[config.mk]
export PLATFORM = sky130hd
export DESIGN_NAME = pll_ctrl
export DESIGN_NICKNAME = d
export VERILOG_FILES = /design/src/rtl/pll_ctrl.sv
export SDC_FILE = /design/constraint.sdc
export NUM_CORES = 1
export LEC_CHECK = 0
export CAP_MARGIN = 20
export CORE_UTILIZATION = 59
export DETAILED_ROUTE_END_ITERATION = 12
export HOLD_SLACK_MARGIN = 0.05
export PLACE_DENSITY = 0.81
export REMOVE_ABC_BUFFERS = 1
export SLEW_MARGIN = 10
export SYNTH_ARGS = -nofsm -noshare
export SYNTH_HDL_FRONTEND = slang
export SYNTH_SLANG_ARGS = --single-unit
export TNS_END_PERCENT = 50
[constraint.sdc]
create_clock -name clk -period 3.2 [get_ports clk]
set_input_delay 0.64 -clock clk [delete_from_list [all_inputs] [get_ports clk]]
set_output_delay 0.64 -clock clk [all_outputs]
set_load 0.05 [all_outputs]
[src/rtl/pll_ctrl.sv]
// pll_ctrl: PLL bring-up sequencer running on the PLL reference clock.
// It pulses the PLL reset, waits for a stable synchronised lock, then releases
// the user reset. If lock does not arrive in time it retries, and it reports a
// sticky failure after MAX_RETRY failed attempts.
// Ports:
//   clk        - PLL reference clock
//   rst        - asynchronous active-high reset
//   pll_lock   - PLL lock, asynchronous to clk
//   relock_req - single-cycle request to restart the whole sequence
//   pll_rst    - PLL reset, active-high
//   user_rst   - downstream reset, active-high
//   ready      - high while running with lock
//   fail       - high once the retry budget is exhausted
//   lock_lost  - one-cycle pulse when lock drops while running
//   retry_cnt  - failed attempts since the last clear
module pll_ctrl #(
  parameter int unsigned RST_CYCLES   = 16,
  parameter int unsigned LOCK_STABLE  = 1024,
  parameter int unsigned LOCK_TIMEOUT = 65536,
  parameter int unsigned MAX_RETRY    = 7
) (
  input  logic       clk,
  input  logic       rst,
  input  logic       pll_lock,
  input  logic       relock_req,
  output logic       pll_rst,
  output logic       user_rst,
  output logic       ready,
  output logic       fail,
  output logic       lock_lost,
  output logic [3:0] retry_cnt
);

  localparam int unsigned MAX_AB = (RST_CYCLES > LOCK_STABLE) ? RST_CYCLES : LOCK_STABLE;
  localparam int unsigned MAX_P  = (MAX_AB > LOCK_TIMEOUT) ? MAX_AB : LOCK_TIMEOUT;
  localparam int unsigned CW     = $clog2(MAX_P) + 1;

  localparam logic [CW-1:0] RST_LAST = CW'(RST_CYCLES - 1);
  localparam logic [CW-1:0] STB_LAST = CW'(LOCK_STABLE - 1);
  localparam logic [CW-1:0] TO_LAST  = CW'(LOCK_TIMEOUT - 1);
  localparam logic [3:0]    RETRY_MAX = 4'(MAX_RETRY);

  localparam logic [2:0] S_RESET  = 3'd0;
  localparam logic [2:0] S_WAIT   = 3'd1;
  localparam logic [2:0] S_STABLE = 3'd2;
  localparam logic [2:0] S_RUN    = 3'd3;
  localparam logic [2:0] S_FAIL   = 3'd4;

  logic [2:0]    state_q, state_d;
  logic [CW-1:0] cnt_q, cnt_d;
  logic [CW-1:0] stab_q, stab_d;
  logic [3:0]    retry_q, retry_d;
  logic [1:0]    sync_q;
  logic          pll_rst_q, pll_rst_d;
  logic          user_rst_q, user_rst_d;
  logic          ready_q, ready_d;
  logic          fail_q, fail_d;
  logic          lost_q, lost_d;

  logic          lock_s;
  logic          timeout;
  logic [3:0]    retry_inc;

  assign lock_s    = sync_q[1];
  assign timeout   = (cnt_q == TO_LAST);
  assign retry_inc = (retry_q >= RETRY_MAX) ? RETRY_MAX : retry_q + 4'd1;

  // State, counters, synchroniser and registered outputs
  always_ff @(posedge clk or posedge rst) begin
    if (rst) begin
      state_q    <= S_RESET;
      cnt_q      <= '0;
      stab_q     <= '0;
      retry_q    <= 4'd0;
      sync_q     <= 2'b00;
      pll_rst_q  <= 1'b1;
      user_rst_q <= 1'b1;
      ready_q    <= 1'b0;
      fail_q     <= 1'b0;
      lost_q     <= 1'b0;
    end else begin
      state_q    <= state_d;
      cnt_q      <= cnt_d;
      stab_q     <= stab_d;
      retry_q    <= retry_d;
      sync_q     <= {sync_q[0], pll_lock};
      pll_rst_q  <= pll_rst_d;
      user_rst_q <= user_rst_d;
      ready_q    <= ready_d;
      fail_q     <= fail_d;
      lost_q     <= lost_d;
    end
  end

  // Next-state logic; relock_req overrides everything, timeout beats lock events
  always_comb begin
    state_d = state_q;
    cnt_d   = cnt_q;
    stab_d  = stab_q;
    retry_d = retry_q;
    lost_d  = 1'b0;

    if (relock_req) begin
      state_d = S_RESET;
      cnt_d   = '0;
      stab_d  = '0;
      retry_d = 4'd0;
    end else begin
      case (state_q)
        S_RESET: begin
          if (cnt_q == RST_LAST) begin
            state_d = S_WAIT;
            cnt_d   = '0;
          end else begin
            cnt_d = cnt_q + CW'(1);
          end
        end
        S_WAIT, S_STABLE: begin
          // cnt is the acquisition timeout and runs through both states
          cnt_d = cnt_q + CW'(1);
          if (timeout) begin
            retry_d = retry_inc;
            state_d = (retry_inc == RETRY_MAX) ? S_FAIL : S_RESET;
            cnt_d   = '0;
          end else if (state_q == S_WAIT) begin
            if (lock_s) begin
              state_d = S_STABLE;
              stab_d  = '0;
            end
          end else if (!lock_s) begin
            state_d = S_WAIT;
            stab_d  = '0;
          end else if (stab_q == STB_LAST) begin
            state_d = S_RUN;
          end else begin
            stab_d = stab_q + CW'(1);
          end
        end
        S_RUN: begin
          cnt_d = '0;
          if (!lock_s) begin
            state_d = S_RESET;
            retry_d = 4'd0;
            lost_d  = 1'b1;
          end
        end
        S_FAIL: begin
          cnt_d = '0;
        end
        default: begin
          state_d = S_RESET;
          cnt_d   = '0;
          stab_d  = '0;
        end
      endcase
    end

    // Outputs follow the next state so they change on the same edge as it
    pll_rst_d  = (state_d == S_RESET) || (state_d == S_FAIL);
    user_rst_d = (state_d != S_RUN);
    ready_d    = (state_d == S_RUN);
    fail_d     = (state_d == S_FAIL);
  end

  assign pll_rst   = pll_rst_q;
  assign user_rst  = user_rst_q;
  assign ready     = ready_q;
  assign fail      = fail_q;
  assign lock_lost = lost_q;
  assign retry_cnt = retry_q;

endmodule
==> summary.txt, run 1 <==
Worst hold path
  – Worst hold path type: flip-flop to flip-flop

STA
  – Setup violators final: 0
  – Period utilisation layout: 83.74%
  – Final hold vios: 0
  – Max Slew Vio Count: 0
  – Slew HR: 54.01%
  – Unrepaired setup endpoints after global routing: false
  – Final min period: 2.680 ns
  – Least-Margin Pin Slew: 0.6898 ns
  – Worst clock skew: 0.006647 ns
  – Fmax: 0.3732 GHz
  – Fin Setup TNS: 0 ns

Placed design
  – # port buffers: 12
  – Post-DP HPWL: 3.286 mm
  – GPL Wtd Cong: 0.8160

Run status
  – Status: finished, final reports clean

Floorplan
  – Die Area: 0.004565 mm2
  – Initial Util: 62.50%
  – Die W: 67.57 um
  – Chip height: 67.57 um
  – Core Rows: 23
  – Core area: 0.004058 mm2
  – I/O Pins: 13

Worst setup path
  – Critical path capture point type: flip-flop
  – Worst path buffer plus inverter count: 0
  – Top delay family on crit path: compound AO/OA/AOI/OAI gates
  – Largest stage delay, worst path: 0.55 ns
  – WP data required: 3.43 ns
  – WS Path Type: flip-flop to flip-flop
  – Crit start category: flip-flop
  – Worst Path Arrival: 2.91 ns
  – Crit path max fanout: 15
  – Worst-path cell with the longest stage delay: a21oi_2
  – Cell-by-cell trace of the critical path: ha_1 > nand3_1 > nor3_1 > and3_1 > ha_1 > nor3b_1 > nand3_1 > a21oi_2 > a41oi_1 > a31oi_1

Clock tree
  – Clk_lat worst skew: 0.30 ns
  – TritonCTS buffer count: 5
  – H-tree depth: 2
  – Worst-path clk slew: 0.08 ns
  – CTS tree: yes
  – Clock sink count: 48
  – Clock root buffer master: clkbuf_8
  – Total setup buffers inserted after CTS: 0
  – Post-CTS Hold Buffers: 0
  – Clock buffer depth: 2

Pwr
  – Comb pwr share: 7.0%
  – Internal: 0.0008191 W
  – Power per Cell Area: 376.4 mW/mm2
  – Reg power frac: 58.6%
  – Switching power: 0.0002448 W
  – Worst vdd ir: 0.3298 mV
  – P_leak: 1.222 nW
  – Power share of the clock group: 34.3%
  – Switching Share: 23.01%

Synth
  – Synth Flop Type: dfrtp_1
  – Synth area leaders: dfrtp_1 45%, nor2_1 4.7%, nand2_1 4.0%
  – Dominant cell type by area after synthesis: dfrtp_1
  – Yosys warns: 0
  – Share of the synthesized area in the top cell type: 45.39%
  – Sequential element share of the synthesized area: 47.46%
  – FF+latch count, synth: 48
  – Post-synth cell types: 50
  – Asr flop ratio synth: 100.0%
  – Synth Cell Area: 0.002536 mm2
  – Synth top cells by count: 46 x dfrtp_1, 32 x nor2_1, 27 x nand2_1
  – Most common cell in the synthesized netlist: dfrtp_1
  – Mapped Avg Cell Area: 9.324 um2
  – Cells after Synth: 272
  – Post-synth EDFFs: 0

Layout
  – Area Overhead vs Synth: 11.45%
  – Proportion of layout cells with a drive suffix above 1: 8.651%
  – Nets: 297
  – N_diodes: 0
  – Storage cell area: 0.001204 mm2
  – Fillers: 303
  – Area of the multi-input gates: 0.001244 mm2
  – Final Core Density: 69.66%

Drt
  – Drt drc: 0
  – Drt first pass iters: 4
  – DR iter-0 viols: 194
  – Via density: 5.976
  – WL final: 4.738 mm
  – Vias post-DR: 2026
  – Avg WL per Cell: 13.98 um
  – Post-DRT Antenna Nets: 0

Global routing
  – Largest net degree at the start of global routing: 49
  – Vias in the first global route: 1799
  – GRT overflow: 0
  – Antenna violations before repair: 0
  – GRT Overall Usage: 22.93%
  – First-pass GRT wire length: 7.859 mm

Flow run
  – Max cap viols: 0
cells by family after synthesis:
| group | after synthesis | synth area share (%) |
|---|---|---|
| mux | 2 | 0.8387 |
| fa+ha+maj | 6 | 2.861 |
| buf+inv | 22 | 3.651 |
| simple gates | 118 | 23.53 |
| compound gates | 62 | 16.82 |
| xor+xnor | 14 | 4.835 |
| flops | 48 | 47.46 |
final timing paths:
check	from	end	slack, ns	cells after the start
worst max register to register	cnt_q[0]	stab_q[14]	0.52	10
max in group asynchronous	rst	pll_rst	2.11	3
worst min register to register	sync_q[0]	sync_q[1]	0.37	0
min in group asynchronous	rst	stab_q[3]	0.56	2
worst max-delay path	cnt_q[0]	stab_q[14]	0.52	10
worst min-delay path	sync_q[0]	sync_q[1]	0.37	0
power by group through the flow:
stage | logic (W) | clock network (W) | registers, W
final | 0.0000748 | 0.000365 | 0.000624
after detailed placement | 0.0000721 | 0 | 0.000635
after global routing | 0.0000831 | 0.000408 | 0.000625
after global placement | 0.0000715 | 0 | 0.000635
after floorplan | 0.0000452 | 0 | 0.000638
after CTS | 0.0000728 | 0.000375 | 0.000623
flip-flops by register name (all words and copies together), names as in the netlist:
name,count
cnt_q,17
fail,1
lock_lost,1
pll_rst,1
ready,1
retry_cnt,4
stab_q,17
state_q,3
sync_q,2
user_rst,1
repair_timing:
| item | in CTS | in global routing |
|---|---|---|
| endpoints found under the setup margin | 0 | 5 |
| hold endpoints to repair | 0 | 0 |
| resized for setup | 0 | 1 |
per-layer routing:
metal / global-route usage (%) / wire length (um) / vias up / part of all wire, %
met4: 9.840 / 82 / 0 / 1.7
met1: 31.70 / 2325 / 957 / 49
li1: - / - / 1009 / -
met2: 34.90 / 2129 / 51 / 45
met3: 4.054 / 199 / 9 / 4.2
met5: 0 / 0 / - / 0
metrics by stage:
step                instance area (um2)  std cells  hold WS, ns   power, W  worst slack (ns)
floorplan                          2492        263       0.3312  0.0006830            0.4834
global placement                   2713        330       0.3529  0.0007065            0.2426
detailed placement                 2713        330       0.3517  0.0007076            0.1759
CTS                                2803        338       0.3713   0.001071            0.1413
global route                       2826        339       0.3785   0.001116            0.3178
finish                             2826        339       0.3746   0.001064            0.5202
cell type report:
type / instances / area share, %
Clock buffer: 8 / 3.187
Multi-Input combinational cell: 202 / 44.00
Inverter: 13 / 1.726
Tap cell: 50 / 2.213
Sequential cell: 48 / 42.59
Timing Repair Buffer: 18 / 6.286
layout by cell type (no fill, tap or decap), drive strengths merged, types with 8 or more instances in the layout:
cell type,instances
nand3,17
xnor2,8
a21oi,17
and3,13
dfrtp,46
nand2,27
o21ai,11
clkdlybuf4s50,12
nor2,32
a31oi,14
inv,13
clkbuf,8
worst register-to-register path: cells and delay by family, from the launching register on:
family                     cells  cell delay, ns
DFF                            1            0.41
adders and majority gates      2            0.43
AOI/OAI and AO/OA              3            0.94
and+or+nand+nor                5            0.85
(Power assumes the default switching activity.)
==> run 2: changes to the inputs <==
clock period = 2.8 ns   (was 3.2 ns; I/O delays follow)
==> summary.txt, run 2 (synthesized netlist as in run 1, its figures left out) <==
Run status
  – Status: finished, final reports clean

Drt
  – Vias post-DR: 1993
  – Via density: 5.914
  – Post-DRT Antenna Nets: 0
  – Avg WL per Cell: 14.12 um
  – Drt drc: 0
  – WL final: 4.760 mm
  – Drt first pass iters: 4
  – DR iter-0 viols: 234

Placed design
  – GPL Wtd Cong: 0.8396
  – # port buffers: 12
  – Post-DP HPWL: 3.153 mm
  – Post-place instance area: 0.002718 mm2

Layout
  – N_diodes: 0
  – Proportion of layout cells with a drive suffix above 1: 9.059%
  – Area Overhead vs Synth: 12.14%
  – Fillers: 309
  – Design Area, Final: 0.002844 mm2
  – Commonest cells after routing, fill and taps aside: 46 x dfrtp_1, 32 x nor2_1, 27 x nand2_1, 17 x nand3_1, 17 x a21oi_1
  – Nets: 295
  – Most common cell after layout, fill and taps aside: dfrtp_1

Flow run
  – Max cap viols: 0

Floorplan
  – Die Area: 0.004565 mm2
  – Initial Util: 62.50%
  – Core area: 0.004058 mm2
  – I/O Pins: 13
  – Core Rows: 23
  – Chip height: 67.57 um
  – Die W: 67.57 um

STA
  – Fmax: 0.3983 GHz
  – Final hold vios: 0
  – Slew HR: 46.37%
  – Unrepaired setup endpoints after global routing: false
  – Setup violators final: 0
  – Least-Margin Pin Slew: 0.8045 ns
  – Max Slew Vio Count: 0
  – Worst clock skew: 0.01304 ns
  – Period utilisation layout: 89.67%
  – Final min period: 2.511 ns
  – Fin Setup TNS: 0 ns

Worst setup path
  – Crit path max fanout: 5
  – Crit start category: flip-flop
  – WS Path Type: flip-flop to flip-flop
  – Worst Path Arrival: 2.72 ns
  – WP data required: 3.01 ns
  – Critical path capture point type: flip-flop
  – Reg-to-reg setup timing slack: 0.29 ns

Pwr
  – Comb pwr share: 6.4%
  – Reg power frac: 55.4%
  – Switching Share: 22.54%
  – Total Power: 0.001288 W
  – Switching power: 0.0002904 W
  – Internal: 0.0009978 W
  – Worst vdd ir: 0.2485 mV
  – P_leak: 1.244 nW
  – Power per Cell Area: 452.9 mW/mm2
  – Power share of the clock group: 38.2%

Clock tree
  – Clock root buffer master: clkbuf_8
  – Clock buffer depth: 2
  – Worst-path clk slew: 0.09 ns
  – Clock sink count: 48
  – Clk_lat worst skew: 0.31 ns
  – TritonCTS buffer count: 5
  – Total setup buffers inserted after CTS: 0
  – CTS tree: yes
  – H-tree depth: 2

Global routing
  – GRT Overall Usage: 23.56%
  – First-pass GRT wire length: 8.073 mm
  – Antenna violations before repair: 0
  – GR peak layer: met2
  – Vias in the first global route: 1794
  – GRT overflow: 0
  – Largest net degree at the start of global routing: 49
  – Met3 Use GR: 5.068%
  – GR Util met2: 35.89%
  – Global-route track usage on met1: 31.77%

Worst hold path
  – Worst hold path type: flip-flop to flip-flop
## run 2: cell types whose count changed in the layout (fill, tap and decap cells not counted), sizes merged
cell    delta
clkinv     +1
buf        -2
clkbuf     -2
bufinv     +1
## run 2: final cells by class
cell class | instances | area [um2] | share of cell area, %
Timing Repair Buffer | 16 | 162.7 | 5.719
Tap cell | 50 | 62.56 | 2.200
Sequential cell | 48 | 1204 | 42.32
Clock buffer | 6 | 72.57 | 2.552
Clock inverter | 2 | 35.03 | 1.232
Inverter | 13 | 48.80 | 1.716
Multi-Input combinational cell | 202 | 1259 | 44.26
## run 2: layer usage
metal / vias up / part of all wire [%]
met1: 935 / 49
met4: 0 / 1.7
met3: 7 / 4.5
li1: 1000 / -
met5: - / 0
met2: 51 / 44
## run 2: worst paths after layout
kind / cells past startpoint / to / start
max: 9 / retry_cnt[3] / cnt_q[0]
min: 0 / sync_q[1] / sync_q[0]
max reg2reg: 9 / retry_cnt[3] / cnt_q[0]
min reg2reg: 0 / sync_q[1] / sync_q[0]
max in group asynchronous: 3 / user_rst / rst
min in group asynchronous: 3 / cnt_q[10] / rst
## run 2: power by group through the flow
stage / combinational (W) / sequential (W) / clock [W]
floorplan: 0.0000517 / 0.000729 / 0
global placement: 0.0000831 / 0.000726 / 0
detailed placement: 0.0000837 / 0.000726 / 0
CTS: 0.0000842 / 0.000712 / 0.000506
global route: 0.0000939 / 0.000715 / 0.000536
finish: 0.0000831 / 0.000713 / 0.000492
## run 2: worst max-delay path, stage by stage, from the launching register on
cell and delay [ns]:
dfrtp_1 0.41, ha_1 0.24, nand3_1 0.24, nor3_4 0.09, and3_1 0.19, ha_2 0.22
o21ai_0 0.15, o21ai_0 0.14, a21oi_1 0.34, mux2_2 0.37
## run 2: stage by stage
stage | hold WS, ns | instances | setup slack (ns) | utilization [%]
2_1_floorplan | 0.3312 | 263 | 0.08343 | -
3_3_place_gp | 0.3487 | 329 | 0.2834 | 66.98
3_5_place_dp | 0.3504 | 329 | 0.1401 | 66.98
4_1_cts | 0.3710 | 337 | 0.08334 | 69.63
5_1_grt | 0.3789 | 337 | 0.01311 | 70.09
6_report | 0.3712 | 337 | 0.2892 | 70.09
## run 2: repair_timing
item                       CTS  global route
setup endpoints to repair    0            41
hold buffers                 0             0
gates resized for setup      0             4
==> run 3: changes to the inputs <==
==> constraint.sdc (replaced) <==
create_clock -name clk -period 2.8 [get_ports clk]
set_input_delay 0.42 -clock clk [delete_from_list [all_inputs] [get_ports clk]]
set_output_delay 0.42 -clock clk [all_outputs]
set_load 0.05 [all_outputs]
==> summary.txt, run 3 (synthesized netlist as in run 1, its figures left out) <==
Run status
  – Status: finished, final reports clean

Placed design
  – Worst slack, placed: 0.1489 ns
  – Post-DP HPWL: 3.273 mm
  – Post-place instance area: 0.002713 mm2
  – GPL Wtd Cong: 0.8665
  – # port buffers: 12

Clock tree
  – TritonCTS buffer count: 5
  – Clk_lat worst skew: 0.31 ns
  – Post-CTS Hold Buffers: 0
  – Clock root buffer master: clkbuf_8
  – H-tree depth: 2
  – Clock buffer depth: 2
  – Clock sink count: 48
  – Worst-path clk slew: 0.09 ns
  – CTS tree: yes

Pwr
  – P_leak: 1.232 nW
  – Power per Cell Area: 434.5 mW/mm2
  – Worst vdd ir: 0.3089 mV

Floorplan
  – Die Area: 0.004565 mm2
  – I/O Pins: 13
  – Core Rows: 23
  – Chip height: 67.57 um
  – Die W: 67.57 um
  – Initial Util: 62.50%
  – Core area: 0.004058 mm2

Layout
  – Design Area, Final: 0.002825 mm2
  – Fillers: 293
  – Commonest cells after routing, fill and taps aside: 46 x dfrtp_1, 32 x nor2_1, 27 x nand2_1, 17 x nand3_1, 17 x a21oi_1
  – Most common cell after layout, fill and taps aside: dfrtp_1
  – Proportion of layout cells with a drive suffix above 1: 9.375%
  – Nets: 296
  – N_diodes: 0
  – Area Overhead vs Synth: 11.40%

Worst setup path
  – Worst Path Arrival: 2.70 ns
  – Crit path max fanout: 15
  – Top delay family on crit path: simple AND/OR/NAND/NOR gates
  – Crit start category: flip-flop
  – WP data required: 3.03 ns
  – WS Path Type: flip-flop to flip-flop
  – Largest stage delay, worst path: 0.42 ns
  – Worst-path cell with the longest stage delay: dfrtp_1
  – Cell-by-cell trace of the critical path: ha_1 > nand3_1 > nor3_4 > and3_1 > ha_2 > nor3b_2 > nand3_1 > a21oi_1 > buf_4 > a31oi_1 > a31oi_1
  – Critical path capture point type: flip-flop
  – Worst path buffer plus inverter count: 1

STA
  – Period utilisation layout: 88.22%
  – Final min period: 2.470 ns
  – Fin Setup TNS: 0 ns
  – Final hold vios: 0
  – Fmax: 0.4048 GHz
  – Slew HR: 62.41%
  – Setup violators final: 0
  – Worst clock skew: 0.01369 ns
  – Least-Margin Pin Slew: 0.5596 ns
  – Unrepaired setup endpoints after global routing: false
  – Max Slew Vio Count: 0
  – Final worst slack: 0.3298 ns

Global routing
  – GRT Overall Usage: 23.19%
  – GRT overflow: 0
  – First-pass GRT wire length: 7.928 mm
  – Antenna violations before repair: 0
  – Vias in the first global route: 1796
  – Largest net degree at the start of global routing: 27

Drt
  – Post-DRT Antenna Nets: 0
  – Drt drc: 0
  – Met2 wire length: 2.098 mm
  – Via density: 5.926
  – Highest routed layer: met4
  – DR iter-0 viols: 153
  – Drt first pass iters: 4
  – Avg WL per Cell: 13.67 um
  – DR WL met3: 171 um
  – Vias post-DR: 2003
  – Met1 wire length: 2.283 mm
  – WL final: 4.622 mm

Worst hold path
  – Worst hold path type: flip-flop to flip-flop

Flow run
  – Max cap viols: 0
==> run 3: changes by cell type in the layout (fill, tap and decap cells not counted), sizes merged <==
cell,before,now
clkbuf,6,7
bufinv,1,0
clkinv,1,0
buf,4,5
clkinvlp,0,1
==> run 3: final timing paths <==
check	start	end	slack, ns	cells after the start
max reg2reg	cnt_q[0]	stab_q[12]	0.33	11
max	cnt_q[0]	stab_q[12]	0.33	11
min in group asynchronous	rst	stab_q[8]	0.46	2
max in group asynchronous	rst	pll_rst	1.70	3
min reg2reg	sync_q[0]	sync_q[1]	0.37	0
min	sync_q[0]	sync_q[1]	0.37	0
==> run 3: what timing repair did <==
item,in CTS,in global routing
gates resized for setup,0,4
buffers inserted,0,0
endpoints found under the setup margin,0,40
==> run 3: report_power, final <==
group	total (W)	internal [W]	switching (W)
sequential	0.000713	0.000703	0.0000102
combinational	0.0000832	0.0000299	0.0000532
clock	0.000431	0.000201	0.000230
==> run 3: final cells by class <==
class	count	area (um2)	share of cell area [%]
Inverter	13	48.80	1.727
Sequential cell	48	1204	42.60
Tap cell	50	62.56	2.214
Timing Repair Buffer	17	157.7	5.580
Clock inverter	1	7.507	0.2657
Multi-Input combinational cell	202	1259	44.55
Clock buffer	7	86.33	3.056
==> run 3: stage by stage <==
step | hold slack (ns) | std cells | utilization [%] | total power (W)
after floorplan | 0.3312 | 263 | - | 0.0007806
after global placement | 0.3549 | 330 | 66.85 | 0.0008091
after detailed placement | 0.3517 | 330 | 66.85 | 0.0008101
after CTS | 0.3718 | 338 | 69.16 | 0.001237
after global routing | 0.3792 | 338 | 69.63 | 0.001280
final | 0.3724 | 338 | 69.63 | 0.001228
==> run 3: routing by layer <==
metal	GRT usage, %	vias up
met2	36.01	40
met4	9.043	0
met1	31.24	953
met3	5.068	6
li1	-	1004
met5	0	-
